### config.mk
export PLATFORM = sky130hd
export DESIGN_NAME = datamover_engine_flat
export DESIGN_NICKNAME = d
export VERILOG_FILES = /design/src/rtl/datamover_engine_if.sv /design/src/rtl/datamover_engine.sv /design/src/flat_wrapper.sv
export SDC_FILE = /design/constraint.sdc
export NUM_CORES = 1
export LEC_CHECK = 0
export ABC_AREA = 1
export CAP_MARGIN = 20
export CORE_MARGIN = 3
export CORE_UTILIZATION = 54
export DETAILED_ROUTE_END_ITERATION = 8
export DONT_BUFFER_PORTS = 1
export GPL_TIMING_DRIVEN = 0
export HOLD_SLACK_MARGIN = 0.02
export PLACE_DENSITY = 0.69
export RECOVER_POWER = 50
export SLEW_MARGIN = 20
export SYNTH_ARGS = -nofsm -noshare
export SYNTH_HDL_FRONTEND = slang
export SYNTH_SLANG_ARGS = --single-unit
### constraint.sdc
create_clock -name clk_i -period 5.4 [get_ports clk_i]
set_clock_uncertainty 0.1 [all_clocks]
set_input_delay 0 -clock clk_i [delete_from_list [all_inputs] [get_ports clk_i]]
set_output_delay 0 -clock clk_i [all_outputs]
set_load 0.05 [all_outputs]
### src/rtl/datamover_engine_if.sv
// Valid/ready stream bundle (data + byte strobes) used on both sides of datamover_engine.
interface datamover_engine_if #(
    parameter int unsigned DW = 32
);
    logic [DW-1:0]   data;
    logic [DW/8-1:0] strb;
    logic            valid;
    logic            ready;

    modport master (output data, strb, valid, input ready);
    modport slave  (input data, strb, valid, output ready);
endinterface

### src/rtl/datamover_engine.sv
// Length-bounded stream forwarder: accepts len_i beats into a small FIFO, drains them to data_out.
// Optional XOR checksum of drained data when DATAMOVER_ENGINE_CHECKSUM_EN is defined.
module datamover_engine #(
    parameter int unsigned DW         = 32,
    parameter int unsigned FIFO_DEPTH = 4,
    parameter int unsigned CNT_W      = 32
) (
    input  logic                 clk_i,
    input  logic                 rst_i,
    input  logic                 clear_i,
    input  logic                 enable_i,
    input  logic                 start_i,
    input  logic [CNT_W-1:0]     len_i,
    datamover_engine_if.slave    data_in,
    datamover_engine_if.master   data_out,
    output logic                 busy_o,
    output logic                 done_o,
    output logic [CNT_W-1:0]     beat_cnt_o,
    output logic [31:0]          checksum_o
);
    localparam int unsigned SW = DW / 8;
    localparam int unsigned PW = (FIFO_DEPTH > 1) ? $clog2(FIFO_DEPTH) : 1;
    localparam int unsigned OW = $clog2(FIFO_DEPTH + 1);

    typedef enum logic [1:0] {IDLE, RUN, DRAIN, DONE} state_t;

    function automatic logic [CNT_W-1:0] sat_inc(input logic [CNT_W-1:0] v);
        return (&v) ? v : v + CNT_W'(1);
    endfunction

    state_t           state;
    logic [CNT_W-1:0] len_q;
    logic [CNT_W-1:0] acc_cnt;
    logic [CNT_W-1:0] acc_nxt;
    logic [PW-1:0]    wr_ptr;
    logic [PW-1:0]    rd_ptr;
    logic [OW-1:0]    occ;
    logic             full;
    logic             empty;
    logic             push;
    logic             pop;

    logic [DW-1:0]    data_mem [FIFO_DEPTH];
    logic [SW-1:0]    strb_mem [FIFO_DEPTH];
    logic [DW-1:0]    head_data;
    logic [SW-1:0]    head_strb;

    assign full    = (occ == OW'(FIFO_DEPTH));
    assign empty   = (occ == '0);
    assign push    = data_in.valid & data_in.ready;
    assign pop     = data_out.valid & data_out.ready;
    assign acc_nxt = acc_cnt + CNT_W'(push);

    // Input stage: accept only while running, enabled, with room and beats still owed.
    assign data_in.ready = (state == RUN) & enable_i & ~full & (acc_cnt < len_q);

    // Storage stage: a beat written at one edge is visible as the head only afterwards.
    always_ff @(posedge clk_i) begin
        if (push) begin
            data_mem[wr_ptr] <= data_in.data;
            strb_mem[wr_ptr] <= data_in.strb;
        end
    end

    // Output stage: head entry is held in registers and never rewritten while occupied.
    assign head_data      = data_mem[rd_ptr];
    assign head_strb      = strb_mem[rd_ptr];
    assign data_out.valid = ~empty;
    assign data_out.data  = empty ? '0 : head_data;
    assign data_out.strb  = empty ? '0 : head_strb;

    always_ff @(posedge clk_i or posedge rst_i) begin
        if (rst_i) begin
            state      <= IDLE;
            len_q      <= '0;
            acc_cnt    <= '0;
            wr_ptr     <= '0;
            rd_ptr     <= '0;
            occ        <= '0;
            busy_o     <= 1'b0;
            done_o     <= 1'b0;
            beat_cnt_o <= '0;
        end else if (clear_i) begin
            state      <= IDLE;
            len_q      <= '0;
            acc_cnt    <= '0;
            wr_ptr     <= '0;
            rd_ptr     <= '0;
            occ        <= '0;
            busy_o     <= 1'b0;
            done_o     <= 1'b0;
            beat_cnt_o <= '0;
        end else begin
            if (push) wr_ptr <= wr_ptr + PW'(1);
            if (pop)  rd_ptr <= rd_ptr + PW'(1);
            case ({push, pop})
                2'b10:   occ <= occ + OW'(1);
                2'b01:   occ <= occ - OW'(1);
                default: ;
            endcase
            if (pop) beat_cnt_o <= sat_inc(beat_cnt_o);
            done_o <= 1'b0;

            case (state)
                IDLE: begin
                    if (start_i) begin
                        len_q      <= len_i;
                        acc_cnt    <= '0;
                        beat_cnt_o <= '0;
                        busy_o     <= 1'b1;
                        if (len_i == '0) begin
                            state  <= DONE;
                            done_o <= 1'b1;
                        end else begin
                            state  <= RUN;
                        end
                    end
                end
                RUN: begin
                    acc_cnt <= acc_nxt;
                    // Leave RUN in the cycle right after the final accept.
                    if (acc_nxt == len_q) state <= DRAIN;
                end
                DRAIN: begin
                    if (empty) begin
                        state  <= DONE;
                        done_o <= 1'b1;
                    end
                end
                DONE: begin
                    state  <= IDLE;
                    busy_o <= 1'b0;
                end
                default: state <= IDLE;
            endcase
        end
    end

`ifdef DATAMOVER_ENGINE_CHECKSUM_EN
    function automatic logic [31:0] fold_words(input logic [DW-1:0] d);
        logic [31:0] acc;
        acc = '0;
        for (int i = 0; i < int'(DW / 32); i++) acc = acc ^ d[i*32 +: 32];
        return acc;
    endfunction

    always_ff @(posedge clk_i or posedge rst_i) begin
        if (rst_i) begin
            checksum_o <= '0;
        end else if (clear_i) begin
            checksum_o <= '0;
        end else if ((state == IDLE) && start_i) begin
            checksum_o <= '0;
        end else if (pop) begin
            checksum_o <= checksum_o ^ fold_words(head_data);
        end
    end
`else
    assign checksum_o = 32'h0;
`endif

endmodule
### src/flat_wrapper.sv
// flat-port wrapper written by rule: the top's interface ports become plain ports
module datamover_engine_flat 
#(
    parameter int unsigned DW         = 32,
    parameter int unsigned FIFO_DEPTH = 4,
    parameter int unsigned CNT_W      = 32
)
  (clk_i, rst_i, clear_i, enable_i, start_i, len_i, busy_o, done_o, beat_cnt_o, checksum_o, data_in_data, data_in_strb, data_in_valid, data_in_ready, data_out_data, data_out_strb, data_out_valid, data_out_ready);
  datamover_engine_if #(.DW(DW)) data_in_i ();
  datamover_engine_if #(.DW(DW)) data_out_i ();
  input  logic clk_i;
  input  logic rst_i;
  input  logic clear_i;
  input  logic enable_i;
  input  logic start_i;
  input  logic [CNT_W-1:0] len_i;
  output logic busy_o;
  output logic done_o;
  output logic [CNT_W-1:0] beat_cnt_o;
  output logic [31:0] checksum_o;
  input wire logic [$bits(data_in_i.data)-1:0] data_in_data;
  input wire logic [$bits(data_in_i.strb)-1:0] data_in_strb;
  input wire logic [$bits(data_in_i.valid)-1:0] data_in_valid;
  output wire logic [$bits(data_in_i.ready)-1:0] data_in_ready;
  output wire logic [$bits(data_out_i.data)-1:0] data_out_data;
  output wire logic [$bits(data_out_i.strb)-1:0] data_out_strb;
  output wire logic [$bits(data_out_i.valid)-1:0] data_out_valid;
  input wire logic [$bits(data_out_i.ready)-1:0] data_out_ready;
  assign data_in_i.data = data_in_data;
  assign data_in_i.strb = data_in_strb;
  assign data_in_i.valid = data_in_valid;
  assign data_in_ready = data_in_i.ready;
  assign data_out_data = data_out_i.data;
  assign data_out_strb = data_out_i.strb;
  assign data_out_valid = data_out_i.valid;
  assign data_out_i.ready = data_out_ready;
  datamover_engine #(.DW(DW), .FIFO_DEPTH(FIFO_DEPTH), .CNT_W(CNT_W)) u_core (.clk_i(clk_i), .rst_i(rst_i), .clear_i(clear_i), .enable_i(enable_i), .start_i(start_i), .len_i(len_i), .data_in(data_in_i), .data_out(data_out_i), .busy_o(busy_o), .done_o(done_o), .beat_cnt_o(beat_cnt_o), .checksum_o(checksum_o));
endmodule
==> Word level (Yosys, flattened, before mapping) <==
Memory sizes are Yosys's and may differ from the RTL's.
Index checks and enable logic that the tools add are counted.
W data, S select, Z words.
{ "totals": {"ff_bits": 107, "mem_bits_rw": 144, "input_bits": 75, "out_inout_bits": 104, "elab_cells": 85, "n_memories": 2} }
{ "mem_list": {"columns": ["memory", "depth", "width", "rd", "rd_clocked_by_memory_dff", "wr", "line_no", "text"], "rows": [
  ["u_core.data_mem", 4, 32, 1, 0, 1, "datamover_engine.sv:43", "logic [DW-1:0] data_mem [FIFO_DEPTH];"],
  ["u_core.strb_mem", 4, 4, 1, 0, 1, "datamover_engine.sv:44", "logic [SW-1:0] strb_mem [FIFO_DEPTH];"]
]} }
{ "op_classes": {"n_addsub": 6, "order_cmp": 1, "eq_ne": 10, "mux": 35, "bitwise": 7, "n_reduce_logical": 15} }
{ "ops": {"columns": ["cell", "count"], "rows": [
  ["$mux W32", 11],
  ["$pmux W32 S2", 1],
  ["$add A32 B1 Y32", 1],
  ["$add A32 B1 Y32 const B", 1],
  ["$eq A32 B32 Y1", 1],
  ["$logic_not A32 Y1", 1],
  ["$lt A32 B32 Y1", 1],
  ["$reduce_and A32 Y1", 1],
  ["$mux W2", 9],
  ["$reduce_bool A3 Y1", 3],
  ["$mux W1", 8],
  ["$pmux W2 S4", 1],
  ["$reduce_bool A2 Y1", 4],
  ["$eq A2 B2 Y1 const B", 3],
  ["$ne A3 B3 Y1 const B", 2],
  ["$pmux W3 S2", 1],
  ["$reduce_and A2 Y1", 3],
  ["$and A1 B1 Y1", 5],
  ["$add A2 B1 Y2 const B", 2],
  ["$eq A2 B1 Y1 const B", 2],
  ["$mux W4", 1],
  ["$pmux W1 S2", 2],
  ["$add A3 B1 Y3 const B", 1],
  ["$eq A3 B3 Y1 const B", 1],
  ["other kinds (7)", 8]
]} }

==> Longest topological paths before layout <==
Gate-level depths: netlist of run 1.
{ "logic_depth": {"depth_word": 10, "depth_mapped": 31} }

==> Worst setup path before layout of run 1 <==
Ideal clock, no wire load.
{ "synth_path": {"path_kind": "flip-flop to flip-flop", "startpoint": "reg u_core.acc_cnt[17]", "endpoint": "mem u_core.data_mem[0][0], enable pin", "arrival_time_ns": 3.015, "t_required_ns": 4.871, "setup_slack_ns": 1.856, "stages_incl_launch_ff": 11, "path_buffers": 0, "cell_sequence": "dfrtp_1 ha_1 nand2_1 inv_1 o21ai_0 a21oi_1 nor2_1 nor2_1 nor2_1 nand3_1 nor2_1"} }
{ "synth_between": {"elab_chain_len": 5} }
{ "synth_lines": {"columns": ["item", "line_no", "text"], "rows": [
  ["start, declared", "datamover_engine.sv:33", "logic [CNT_W-1:0] acc_cnt;"],
  ["start signal, assigned", "datamover_engine.sv:120", "acc_cnt <= acc_nxt;"],
  ["$lt A32 B32 Y1", "datamover_engine.sv:55", "assign data_in.ready = (state == RUN) & enable_i & ~full & (acc_cnt < len_q);"],
  ["$and A1 B1 Y1", "datamover_engine.sv:55", null],
  ["$and A1 B1 Y1", "datamover_engine.sv:50", "assign push = data_in.valid & data_in.ready;"],
  ["$mux W1", "datamover_engine.sv:59", "if (push) begin"],
  ["$mux W1 (implied by the code)", "datamover_engine.sv:60", "data_mem[wr_ptr] <= data_in.data;"],
  ["end, declared", "datamover_engine.sv:43", null]
]} }
No other way between the ends.

==> Worst setup path after layout of run 1 <==
{ "layout_path": {"startpoint": "reg u_core.acc_cnt[17]", "endpoint": "reg u_core.state[1]"} }
{ "layout_between": {"elab_chain_len": 7} }
{ "layout_lines": {"columns": ["item", "line_no", "text"], "rows": [
  ["$lt A32 B32 Y1", "datamover_engine.sv:55", null],
  ["$and A1 B1 Y1", "datamover_engine.sv:55", null],
  ["$and A1 B1 Y1", "datamover_engine.sv:50", null],
  ["$add A32 B1 Y32 (*)", "datamover_engine.sv:52", "assign acc_nxt = acc_cnt + CNT_W'(push);"],
  ["$eq A32 B32 Y1 (*)", "datamover_engine.sv:122", "if (acc_nxt == len_q) state <= DRAIN;"],
  ["$ne A3 B3 Y1 (no source line) (*)", null, null],
  ["$reduce_and A3 Y1 (no source line) (*)", null, null],
  ["end signal, assigned", "datamover_engine.sv:122", null],
  ["end signal, assigned", "datamover_engine.sv:126", "state <= DONE;"],
  ["end signal, assigned", "datamover_engine.sv:131", "state <= IDLE;"],
  ["end, declared", "datamover_engine.sv:31", "state_t state;"]
]} }
Mark *: on every way between the ends. The rest lies on a longest branch, timed or not.
A chain may end at the register's enable or synchronous reset.

==> results of run 1 <==
worst min path at each step:
| stage | to | slack, ns |
|---|---|---|
| after global routing | u_core.data_mem[1][28] | 0.02 |
| final | u_core.wr_ptr[0] | 0.02 |
| after detailed placement | u_core.len_q[7] | -0.13 |
| after floorplan | u_core.beat_cnt_o[30] | -0.007 |
| after CTS | u_core.data_mem[1][23] | 0.02 |
| after global placement | u_core.beat_cnt_o[18] | -0.003 |
cell families (layout without fill, tap and decap cells):
logic type               after synthesis  after routing  synth area share (%)
other                                  1             33                0.0280
XOR/XNOR                              24             24                  1.57
AO/OA/AOI/OAI                        250            250                  10.3
buffers and inverters                256            401                  8.08
AND/OR/NAND/NOR                      747            747                  23.7
flip-flops                           251            251                  52.2
adder cells (fa/ha/maj)               43             43                  4.07
power by group:
group          total (uW)  switching [uW]  leakage, uW  internal [uW]
clock                1940             798     0.000465           1140
sequential           2290             152      0.00277           2140
combinational        1460            1110      0.00322            347
worst max-delay path: cells and delay by family, from the launching register on:
kind / cells / cell delay, ns
flip-flops: 1 / 0.46
AND/OR/NAND/NOR: 22 / 2.58
buffers and inverters: 2 / 0.36
adder cells (fa/ha/maj): 2 / 0.64
AO/OA/AOI/OAI: 2 / 0.33
cells in the mapped netlist (all sizes together) (3+ instances only):
library cell	count
a311oi	8
a211oi	6
dfrtp	107
clkbuf	37
nand4	21
o22ai	61
buf	43
nand2	306
o21ai	105
nor2	281
a21oi	66
xor2	15
inv	176
edfxtp	144
ha	42
nand3b	3
xnor2	9
nor4	8
nand3	109
nor3	16
metal layers:
metal	global-route usage, %	wire, um
met5	0	0
met4	7.73	811
met3	4.92	2570
met2	46.3	17700
met1	33.4	14600
area by class of cell:
cell class / count / area [um^2]
clock buffer: 37 / 796
timing repair buffer: 94 / 998
clock inverter: 14 / 160
multi-input combinational: 1096 / 5480
antenna: 1 / 2.50
sequential: 251 / 7000
fill: 2021 / 8470
inverter: 176 / 662
tap: 324 / 405
buffer: 80 / 423
what timing repair did:
item / CTS / global route
hold buffers: 87 / 0
endpoints found under the hold margin: 321 / 0
resized for setup: 0 / 0
registers in the layout (all words and copies together) (netlist names):
register,cells
u_core.data_mem,128
u_core.acc_cnt,32
u_core.beat_cnt_o,32
u_core.len_q,32
u_core.strb_mem,16
u_core.occ,3
u_core.rd_ptr,2
u_core.state,2
u_core.wr_ptr,2
u_core.busy_o,1
u_core.done_o,1
stage by stage:
stage	hold WS, ns	setup WS [ns]	cell area (um^2)	power (uW)
6_report	0.0178	0.809	15900	5690
4_1_cts	0.0201	0.787	16000	5710
5_1_grt	0.0201	0.298	15900	5940
3_5_place_dp	-0.134	0.844	14100	3720
2_1_floorplan	-0.00745	1.86	13500	3370
3_3_place_gp	-0.00335	0.243	13900	3680
==> results by stage, run 1 <==
Synthesis:
- The share of synthesized flip-flops with an asynchronous set or reset is 42.6%.
- Synthesis inferred 251 register bits.
- Sorting the synthesized cells by area gives the leading types as sky130_fd_sc_hd__edfxtp_1, sky130_fd_sc_hd__dfrtp_1, sky130_fd_sc_hd__nand2_1, sky130_fd_sc_hd__nor2_1, sky130_fd_sc_hd__inv_1.
- The share of synthesized area occupied by flip-flops and latches is 52.2%.
- Counting every instance in the synthesized netlist gives 1572.
- For this run, the leading register cell type out of synthesis is sky130_fd_sc_hd__edfxtp_1.
- Counting flops with a built-in enable in the synthesized netlist gives 144.
- The post-synthesis cell type count is 40.
- The synthesized design devotes to its leading area cell type 32.3% of total area.
- During synthesis, Yosys emitted a total of 0 warnings.
- In this run the cell area of the synthesized design comes to 13400 um^2.
- The cell taking the most area after synthesis is sky130_fd_sc_hd__edfxtp_1.
- The mean area per synthesized cell is 8.53 um^2.

Timing:
- Of the available clock period, the critical path in the final layout requires 85.0%.
- Setup violations remaining at the end of the flow were counted as 0.
- The max-slew headroom at the worst pin is -106%.
- The count of final hold-check violations is 0.
- At the pin with the least slew margin, the transition time is 3.08 ns.
- The final setup TNS is 0 ns.
- Counting I/O delays and the setup requirement, the final critical path takes 4.59 ns.
- The timing-limited maximum frequency is 218 MHz.
- Setup repair after global routing left no endpoint under its margin.
- The number of slew-limit violations in the final report is 109.

Power:
- Across the VDD grid, the largest voltage drop is 0.382 mV.
- For this design the ratio of total power to cell area is 357 nW/um^2.
- The static leakage is 0.00645 uW.

Setup path:
- The most prevalent standard cell on the critical path is sky130_fd_sc_hd__nand2_1.
- The end of the worst register-to-register path is u_core.state[1].
- The capturing element type of the critical path is a flop.
- The delay of the slowest critical-path stage is 0.46 ns.
- The critical path required time is 5.73 ns.
- The length in cells of the worst reg-to-reg path is 28.
- The register-to-register path setup slack is 0.81 ns.
- For this design, the slowest cell found on the critical path is sky130_fd_sc_hd__dfrtp_1.
- The critical path class is reg2reg.
- The startpoint of the worst-slack reg-to-reg timing path is u_core.acc_cnt[17].
- The startpoint kind of the worst setup timing path is a flop.
- The endpoint arrival time on the critical path is 4.92 ns.
- The most critical setup path has its endpoint at u_core.state[1].
- Of all nets on the critical path, the largest fanout is 7.
- The startpoint of the worst setup timing path is u_core.acc_cnt[17].

Placement:
- The count of input and output buffers is 0.
- The sum of net half-perimeters after detailed placement is 25100 um.
- Including well taps, the total number of placed cells is 1934.
- The placer congestion estimate is 0.949.

CTS:
- CTS built an H-tree with a depth of 1.
- The library cell used as clock root buffer is sky130_fd_sc_hd__clkbuf_16.
- TritonCTS built the clock tree.
- The TritonCTS buffer count is 28.
- The largest buffer count on any clock path is 3.
- The clock insertion delay at the later pin of the skew report is 0.57 ns.
- The number of sinks on the clock net is 251.
- The clock-pin slew on the worst setup and hold paths is 0.06 ns.
- Once the clock tree was built, the setup fixing pass inserted 0 buffers.

Drt:
- Dividing the detail-routed via count by the number of cells gives 5.44.
- The vias after detailed routing is 11.3k.
- In the final routed layout, each cell accounts on average for 17.2 um.
- In the routed design, unresolved DRC markers number 0.
- For this block, the routed nets add up to 35700 um of wire.
- The first detailed-routing pass took 6 iterations.
- The number of nets with antenna violations after detailed routing is 0.
- For this block, the initial DRC count from the detailed router was 925.

Global routing:
- The via count of the first global-routing pass is 11.1k.
- The residual overflow from global routing is 0.
- The pin count of the biggest net entering global routing is 57.
- The initial antenna violation count is 1.
- Across every metal layer, demand over resource in global routing totals 26.4%.
- The first global-routing pass estimated 56500 um of wire.

Floorplanning:
- The starting density of the core is 55.0%.
- The die is 164 um tall.
- The initialized floorplan defines 57 standard-cell rows.
- The core region is 24400 um^2.
- The die is 164 um wide.
- The die covers 26700 um^2.
- The number of I/O pins is 179.

Hold path:
- In this run the worst hold path is classified as in2reg.
- The worst hold path was traced through 3 stages.
- The startpoint of the worst hold path is data_in_valid.

Run status:
- The run finished, with violations left.
- The final reports fail on capacitance limit, slew limit.

Cells and area:
- The non-filler instance count after layout is 2073.
- The post-route core utilization is 65.3%.
- The post-route netlist has 7.38% of its cells at a drive strength greater than 1.
- Compared with the post-synthesis result, the final layout area differs by 18.8%.
- The most common cell after layout, fill and taps aside is sky130_fd_sc_hd__nand2_1.
- For this run, the post-layout net count is 1845.
- In the layout the commonest cells are sky130_fd_sc_hd__nand2_1, sky130_fd_sc_hd__nor2_1, sky130_fd_sc_hd__inv_1, sky130_fd_sc_hd__edfxtp_1, sky130_fd_sc_hd__nand3_1.

Run:
- Max-cap violations in this run came to 2.
Note: power is estimated with default switching activity, not from simulation.
==> run 2: changes to the inputs <==
--- a/config.mk
+++ b/config.mk
@@ -5,7 +5,6 @@
 export SDC_FILE = /design/constraint.sdc
 export NUM_CORES = 1
 export LEC_CHECK = 0
-export ABC_AREA = 1
 export CAP_MARGIN = 20
 export CORE_MARGIN = 3
 export CORE_UTILIZATION = 54
==> run 2 against run 1 <==
The flow still finishes with violations (capacitance limit, slew limit). Cell area decreased by 3.9%. Via count decreased by 21%. Worst hold slack improved by 0.023 ns. Critical endpoint unchanged. Largest power group unchanged. Highest routed layer unchanged.
==> results by stage, run 2 <==
CTS:
- The TritonCTS buffer count is 26.
- The clock tree from TritonCTS is yes.
- The clock insertion delay at the later pin of the skew report is 0.54 ns.
- The number of sinks on the clock net is 251.
- The library cell used as clock root buffer is sky130_fd_sc_hd__clkbuf_16.
- The largest buffer count on any clock path is 3.
- Clock-pin slew was measured on the worst setup and hold paths at 0.06 ns.
- In this run the number of H-tree levels came out at 1.

Placement:
- Counting tap cells, the placed design contains a total of 1412 instances.
- Port buffering added 0 buffers.
- The placer congestion estimate is 0.867.
- The total cell area at the placement stage is 13400 um^2.
- Once detailed placement completed, the half-perimeter wirelength came to 21000 um.

Setup path:
- The register-to-register path setup slack is 0.20 ns.
- The critical path in this run is classified as reg2reg.
- The startpoint of the worst-slack reg-to-reg timing path is u_core.acc_cnt[25].
- Along the worst path, the maximum fanout reaches 11.
- The end of the worst register-to-register path is u_core.state[1].
- The startpoint of the worst setup timing path is u_core.acc_cnt[25].
- The capturing element type of the critical path is a flop.
- For the worst flop-to-flop path, the logic depth is 18.
- The critical path required time is 5.72 ns.
- The startpoint kind of the worst setup timing path is a flop.
- STA puts the critical path data arrival time at 5.52 ns.

Timing:
- The count of final hold-check violations was 0.
- The timing-limited maximum frequency is 192 MHz.
- At the pin with the least slew margin, the transition time is 4.03 ns.
- The worst path uses 96.3% of the clock period.
- The final setup TNS is 0 ns.
- The worst pin sits at a relative slew slack of -168%.
- The number of slew-limit violations in the final report is 109.
- The number of failing setup endpoints in the final timing report is 0.
- The post-layout minimum cycle time is 5.20 ns.
- Setup repair after global routing left no endpoint under its margin.

Floorplanning:
- The die footprint is 25500 um^2.
- The total number of placement rows is 55.
- The floorplan step defined a core boundary enclosing 22900 um^2.
- 179 I/O pins were placed.
- For this configuration, the core starts out at a cell density of 55.7%.
- In this run the horizontal extent of the chip is 160 um.
- In this run the vertical extent of the chip is 160 um.

Run status:
- The flow ran to the end, but the final reports show violations.
- The final reports fail on capacitance limit, slew limit.

Hold path:
- The hold-critical path depth is 4.
- The worst hold path begins at data_out_ready.
- The worst hold path terminates at u_core.occ[2].
- The min-delay analysis places its worst path in the category in2reg.

Cells and area:
- The post-route standard cell area excluding fillers is 15300 um^2.
- The most common cell after layout, fill and taps aside is sky130_fd_sc_hd__edfxtp_1.
- The top cell types in the final layout, fill and taps aside, are sky130_fd_sc_hd__edfxtp_1, sky130_fd_sc_hd__dfrtp_1, sky130_fd_sc_hd__dlygate4sd3_1, sky130_fd_sc_hd__nand2_1, sky130_fd_sc_hd__o21ai_0.
- The register with the most flip-flops in the layout has 128 of them.
- The final layout contains 1350 nets.
- The area added between synthesis and finish is 19.9%.
- The filler cells instantiated in the layout total 1726.
- 0 antenna diodes ended up in the layout.
- The register with the most flip-flops in the final layout is u_core.data_mem.
- The post-route netlist has 12.5% of its cells at a drive strength greater than 1.
- The non-filler instance count after layout is 1565.

Global routing:
- The first global-routing pass estimated 49800 um of wire.
- The via count of the first global-routing pass came to 8879.
- Summed over all layers, the global routing overflow is 0.
- The initial antenna violation count is 0.
- In the global route stage, overall resource usage came out at 24.3%.
- Entering global routing, the biggest net connects 74 pins.

Power:
- The switching power share of the total is 38.4%.
- The clock group share of total power is 28.2%.
- The portion of total power attributed to sequential cells is 36.8%.
- VDD sags by at most 0.302 mV.
- The internal power summed over all cells is 3820 uW.
- In this run the power density over the cells is 405 nW/um^2.
- Summed over all nets, the switching power comes to 2380 uW.
- Summed over all cells, the static leakage comes to 0.00594 uW.
- The portion of total power attributed to combinational logic is 35.1%.

Drt:
- The highest metal layer with signal wires is met4.
- The detailed-routing wirelength on met1 is 13200 um.
- For this run, design rule violations remaining after detail routing come to 0.
- In the final routed layout, each cell accounts on average for 19.9 um.
- Detailed routing placed a total of 15300 um of wire on met2.
- Before antenna repair, the detailed router went through 6 iterations.
- The routed layout has 8873 vias.
- The detailed-routed wire length on met3 is 1710 um.
- The routed via count divided by cell count is 5.67.
- The number of nets with antenna violations after detailed routing is 0.
- After the first detailed-routing iteration, the DRC count stood at 663.
- The total wire length is 31100 um.

Synthesis:
- After technology mapping, the gate count stands at 1063.
- After synthesis, the cell types taking the most area are sky130_fd_sc_hd__edfxtp_1, sky130_fd_sc_hd__dfrtp_1, sky130_fd_sc_hd__mux4_2, sky130_fd_sc_hd__ha_1, sky130_fd_sc_hd__o21ai_0.
- The share of synthesized area occupied by flip-flops and latches is 54.9%.
- By instance count, the leading cell after synthesis is sky130_fd_sc_hd__edfxtp_1.
- In the synthesized netlist the dominant register cell turns out to be sky130_fd_sc_hd__edfxtp_1.
- After synthesis, the most frequently instantiated cells are sky130_fd_sc_hd__edfxtp_1, sky130_fd_sc_hd__dfrtp_1, sky130_fd_sc_hd__nand2_1.
- The area fraction of the dominant cell type after synthesis is 33.9%.
- sky130_fd_sc_hd__edfxtp_1 takes more of the synthesized area than any other cell.
- The share of synthesized flip-flops with an asynchronous set or reset is 42.6%.
- The summed instance area of the synthesized netlist is 12800 um^2.
- The post-synthesis cell type count is 75.
- Counting flops with a built-in enable in the synthesized netlist gives 144.
- Each instance of the synthesized netlist takes up on average 12.0 um^2.
- Counting flops and latches in the post-synthesis netlist gives 251.
- During synthesis, Yosys emitted a total of 0 warnings.

Run:
- Max-cap violations in this run came to 2.
run 2: cell count changes in the layout (fill, tap and decap cells not counted), moves of 31 or more:
cell                      previous run  this run
sky130_fd_sc_hd__xnor2_1             9        40
sky130_fd_sc_hd__inv_1             171        43
sky130_fd_sc_hd__o22ai_1            61         3
sky130_fd_sc_hd__nand3_1           108        23
sky130_fd_sc_hd__nand2_1           296        87
sky130_fd_sc_hd__and2_1              0        44
sky130_fd_sc_hd__a21oi_1            63        27
sky130_fd_sc_hd__nor2_1            260        71
sky130_fd_sc_hd__mux4_2              0        36
run 2: critical path, cell delays in order (launching register included):
cell and delay [ns]:
sky130_fd_sc_hd__dfrtp_2 0.46, sky130_fd_sc_hd__ha_1 0.33, sky130_fd_sc_hd__a21o_1 0.18, sky130_fd_sc_hd__a221o_1 0.33, sky130_fd_sc_hd__a221o_1 0.42, sky130_fd_sc_hd__o21bai_1 0.21, sky130_fd_sc_hd__a2111oi_4 0.39, sky130_fd_sc_hd__or2_1 0.15
sky130_fd_sc_hd__buf_4 0.18, sky130_fd_sc_hd__ha_4 0.19, sky130_fd_sc_hd__nand4_1 0.15, sky130_fd_sc_hd__nor4_4 0.27, sky130_fd_sc_hd__buf_4 0.19, sky130_fd_sc_hd__mux2i_1 0.08, sky130_fd_sc_hd__or3b_1 0.39, sky130_fd_sc_hd__a2111o_1 0.35
sky130_fd_sc_hd__nor4_4 0.18, sky130_fd_sc_hd__a311oi_2 0.19, sky130_fd_sc_hd__mux2_4 0.32
run 2: final cells by class:
class	instances	area, um^2	area share, %
plain buffers	80	500	3.27
inverters	45	170	1.11
well taps	313	392	2.56
flip-flops and latches	251	7000	45.7
multi-input cells	717	5260	34.4
repair buffers	111	1150	7.49
clock inverters	13	141	0.924
clock buffers	35	694	4.54
run 2: logic make-up after synthesis:
family	synth area share [%]
mux	7.12
flops	54.9
fa+ha+maj	4.27
simple gates	14.5
compound gates	8.57
other cells	0.0294
buf+inv	5.26
xor+xnor	5.35
run 2: layer usage:
| metal | track usage (%) | vias to the layer above |
|---|---|---|
| li1 | - | 4157 |
| met3 | 3.92 | 62 |
| met1 | 33.4 | 4365 |
| met4 | 7.52 | 0 |
| met5 | 0 | - |
| met2 | 40.0 | 289 |
run 2: worst max-delay path by stage:
stage / to / slack [ns] / cells after the start
global placement: u_core.state[1] / -0.54 / 19
floorplan: u_core.state[1] / 0.57 / 19
global route: u_core.state[1] / 0.003 / 18
finish: u_core.state[1] / 0.20 / 18
CTS: u_core.state[1] / 0.03 / 18
detailed placement: u_core.state[1] / -0.50 / 19
run 2: what timing repair did:
action                                  in CTS  in global routing
gates resized for setup                      2                 10
endpoints found under the setup margin       2                  2
pin swaps                                    0                  2
hold endpoints to repair                   296                  0
buffers inserted                             0                  3
hold buffers                               103                  0
run 2: through the flow:
step           total power, uW  worst slack, ns  util [%]  hold WS [ns]
3_3_place_gp              4340           -0.538      57.9     -0.000965
3_5_place_dp              4380           -0.499      58.5        -0.220
5_1_grt                   6500          0.00253      66.8        0.0585
6_report                  6210            0.200      66.8        0.0409
2_1_floorplan             3980            0.566         -      -0.00113
4_1_cts                   6240           0.0342      66.7        0.0238
run 2: power by group through the flow:
stage               Combinational [uW]  Sequential, uW  Clock, uW
floorplan                         1690            2290          0
detailed placement                2060            2320          0
global route                      2330            2300       1880
global placement                  2020            2320          0
finish                            2180            2280       1750
CTS                               2170            2280       1790
==> run 3: changes to the inputs <==
--- a/config.mk
+++ b/config.mk
@@ -7,12 +7,12 @@
 export LEC_CHECK = 0
 export CAP_MARGIN = 20
 export CORE_MARGIN = 3
-export CORE_UTILIZATION = 54
+export CORE_UTILIZATION = 65
 export DETAILED_ROUTE_END_ITERATION = 8
 export DONT_BUFFER_PORTS = 1
 export GPL_TIMING_DRIVEN = 0
 export HOLD_SLACK_MARGIN = 0.02
-export PLACE_DENSITY = 0.69
+export PLACE_DENSITY = 0.81
 export RECOVER_POWER = 50
 export SLEW_MARGIN = 20
 export SYNTH_ARGS = -nofsm -noshare
==> run 3 against run 2 <==
The run still ends with capacitance limit, slew limit left. Via count increased by 4.7%. Cell count shrank 3.4%. Register-to-register slack got worse by 0.11 ns. Sequential share of layout area hardly changed. Sequential power hardly changed. Die area shrank 16%. Utilization grew 14 points. Critical path type unchanged. Critical endpoint unchanged. Largest cell class unchanged. Highest routed layer unchanged.
==> results by stage, run 3 (synthesis gave the netlist of run 2 again) <==
Run status:
- The flow ran to the end, but the final reports show violations.
- The checks that failed: capacitance limit, slew limit.

Drt:
- The detailed router finished its first iteration with 879 violations.
- The number of detailed-routing iterations run before antenna repair is 6.
- The DRC violation count after routing is 0.
- The number of nets with antenna violations after detailed routing is 0.
- The routed design has 33100 um of wire.
- Using the TritonRoute via totals, the vias-per-cell ratio works out to 6.14.
- The routed layout has 9291 vias.
- In the final routed layout, each cell accounts on average for 21.9 um.

Setup path:
- The worst setup path is launched from a flop.
- The critical-path maximum fanout is 11.
- Counting cells, the worst reg-to-reg path comes to 18.
- The critical path class is reg2reg.
- Setup slack on the worst reg-to-reg path comes out at 0.09 ns.
- In this run the critical register-to-register path is captured at u_core.state[1].
- In this run the worst setup path terminates at u_core.state[1].
- The endpoint arrival time on the critical path is 5.63 ns.
- The capturing element type of the critical path is a flop.
- The critical path required time is 5.72 ns.
- The critical path starts at u_core.acc_cnt[25].
- The startpoint of the worst-slack reg-to-reg timing path is u_core.acc_cnt[25].

Timing:
- The number of failing setup endpoints in the final timing report is 0.
- The max-slew headroom at the worst pin is -137%.
- Setup total negative slack on the finished layout was measured at 0 ns.
- The number of slew-limit violations in the final report was 109.
- The tightest hold path in the finished design has a slack of 0.0652 ns.
- The post-layout minimum cycle time is 5.31 ns.
- The final critical path takes up 98.3% of the cycle.
- The timing-limited maximum frequency is 188 MHz.
- Setup repair after global routing left no endpoint under its margin.
- The final worst-path setup slack is 0.0909 ns.
- The count of final hold-check violations is 0.
- The slew at the pin closest to its max-slew limit is 3.55 ns.

Global routing:
- The global routing usage on met2 is 51.7%.
- The initial antenna violation count is 0.
- The residual overflow from global routing is 0.
- The most heavily used metal layer in global routing is met2.
- The first global-routing pass estimated 52200 um of wire.
- Global routing used 30.6% of the available tracks across all layers.
- Global routing consumed, on the met1 layer, 40.9% of the routing resources.
- Entering global routing, the biggest net connects 61 pins.
- The met3 usage in global routing is 5.43%.
- The via count of the first global-routing pass came to 9346.

Power:
- Combinational logic is responsible for 33.8% of the overall power.
- Summed over all cells, the static leakage comes to 0.00597 uW.
- The maximum resistive drop on vdd is 0.241 mV.
- The switching power share of the total is 37.8%.
- The internal power summed over all cells is 4000 uW.
- The clock network accounts for 30.6% of the total power.
- Dividing total power by cell area gives a power density of 419 nW/um^2.
- The switching power is 2420 uW.
- The portion of total power attributed to sequential cells is 35.6%.

Cells and area:
- In the final layout, the multi-input gates occupy 5250 um^2.
- The post-route standard cell area excluding fillers is 15300 um^2.
- The non-filler instance count after layout is 1512.
- The register ranked first by flip-flop count is u_core.data_mem.
- Cells with a size suffix above 1 make up 12.9% of the layout.
- The number of flip-flops under the largest register name is 128.
- In the layout the commonest cells are sky130_fd_sc_hd__edfxtp_1, sky130_fd_sc_hd__dfrtp_1, sky130_fd_sc_hd__dlygate4sd3_1, sky130_fd_sc_hd__nand2_1, sky130_fd_sc_hd__o21ai_0.
- The count of filler cells inserted in the layout is 1112.
- The area taken by flip-flops and latches is 7000 um^2.
- The most common cell after layout, fill and taps aside is sky130_fd_sc_hd__edfxtp_1.
- Compared with the post-synthesis result, the final layout area differs by 20.0%.
- The total number of nets in the final design is 1348.

CTS:
- The clock insertion delay at the later pin of the skew report is 0.54 ns.
- In this run the clock root is driven by a sky130_fd_sc_hd__clkbuf_16.
- After clock tree synthesis, the clock-pin slew on the worst setup and hold paths is 0.07 ns.
- CTS built an H-tree with a depth of 1.
- The clock tree from TritonCTS is yes.
- The number of sinks on the clock net is 251.
- The largest buffer count on any clock path is 3.
- The number of clock buffers added by TritonCTS is 27.

Floorplanning:
- The die is 146 um wide.
- The starting density of the core is 67.1%.
- The floorplan has 50 rows.
- The chip height is 146 um.
- The standard cell core area is 19000 um^2.
- The die footprint is 21400 um^2.
- The number of I/O pins is 179.

Placement:
- Summed over all nets, the half-perimeter wirelength after detailed placement is 20600 um.
- The placer congestion estimate is 0.946.
- The total cell area at the placement stage is 13300 um^2.
- The pre-CTS setup slack is -0.481 ns.
- Input and output buffers added on the ports amount to 0.
- The number of placed cells counting well taps is 1359.

Run:
- The tool flagged a number of max-cap violations equal to 2.

Hold path:
- The worst hold path class is in2reg.
-- run 3: changes by cell type in the layout (fill, tap and decap cells not counted), sizes merged --
cell	before	now
diode	0	1
bufinv	2	5
dlygate4sd3	102	98
clkinvlp	1	3
buf	56	55
inv	43	45
clkinv	12	10
clkbuf	68	67
-- run 3: worst min path at each step --
| stage | start | end | slack (ns) | cells past startpoint |
|---|---|---|---|---|
| after floorplan | data_in_data[0] | u_core.data_mem[0][0] | -0.001 | 0 |
| after global placement | data_in_data[8] | u_core.data_mem[0][8] | -0.001 | 0 |
| after detailed placement | rst_i | u_core.beat_cnt_o[23] | -0.18 | 1 |
| after CTS | clear_i | u_core.len_q[10] | 0.02 | 4 |
| after global routing | data_in_data[8] | u_core.data_mem[2][8] | 0.08 | 1 |
| final | data_in_data[8] | u_core.data_mem[0][8] | 0.07 | 1 |
-- run 3: metrics by stage --
| stage | power, uW | utilization (%) |
|---|---|---|
| floorplan | 3980 | - |
| global placement | 4300 | 69.4 |
| detailed placement | 4350 | 70.1 |
| CTS | 6410 | 80.6 |
| global route | 6650 | 80.5 |
| finish | 6420 | 80.5 |
-- run 3: layer usage --
layer / vias up / wire [um]
met3: 99 / 2630
met5: - / 0
met2: 497 / 16700
met1: 4545 / 12700
met4: 0 / 1080
li1: 4150 / -
-- run 3: repair_timing --
item                       CTS  global route
pin swaps                    0             4
hold buffers                99             0
setup endpoints to repair    2             2
hold endpoints to repair   299             0
setup buffers                0             4
resized for setup            4             6
cloned                       0             0
-- run 3: layout make-up --
type / instances / area share [%]
well taps: 260 / 2.12
flip-flops and latches: 251 / 45.7
diodes: 1 / 0.0163
multi-input cells: 717 / 34.3
clock buffers: 32 / 4.67
plain buffers: 80 / 3.27
inverters: 45 / 1.11
repair buffers: 108 / 7.27
clock inverters: 18 / 1.52
-- run 3: power by group through the flow --
stage          logic, uW  clock network, uW  registers [uW]
6_report            2170               1960            2290
5_1_grt             2300               2050            2300
4_1_cts             2150               1980            2290
3_5_place_dp        2030                  0            2320
3_3_place_gp        1980                  0            2320
2_1_floorplan       1690                  0            2290
-- run 3: critical path: stages, from the launching register on --
cell and delay, ns:
sky130_fd_sc_hd__dfrtp_2 0.48, sky130_fd_sc_hd__ha_1 0.34, sky130_fd_sc_hd__a21o_1 0.16, sky130_fd_sc_hd__a221o_1 0.32
sky130_fd_sc_hd__a221o_1 0.42, sky130_fd_sc_hd__o21bai_1 0.22, sky130_fd_sc_hd__a2111oi_4 0.43, sky130_fd_sc_hd__or2_1 0.16
sky130_fd_sc_hd__buf_4 0.19, sky130_fd_sc_hd__ha_4 0.19, sky130_fd_sc_hd__and3_2 0.27, sky130_fd_sc_hd__and4_1 0.24
sky130_fd_sc_hd__buf_6 0.14, sky130_fd_sc_hd__nand4b_1 0.23, sky130_fd_sc_hd__o21ai_0 0.28, sky130_fd_sc_hd__nand4_2 0.17
sky130_fd_sc_hd__nor4_2 0.32, sky130_fd_sc_hd__a311oi_2 0.19, sky130_fd_sc_hd__mux2_4 0.32
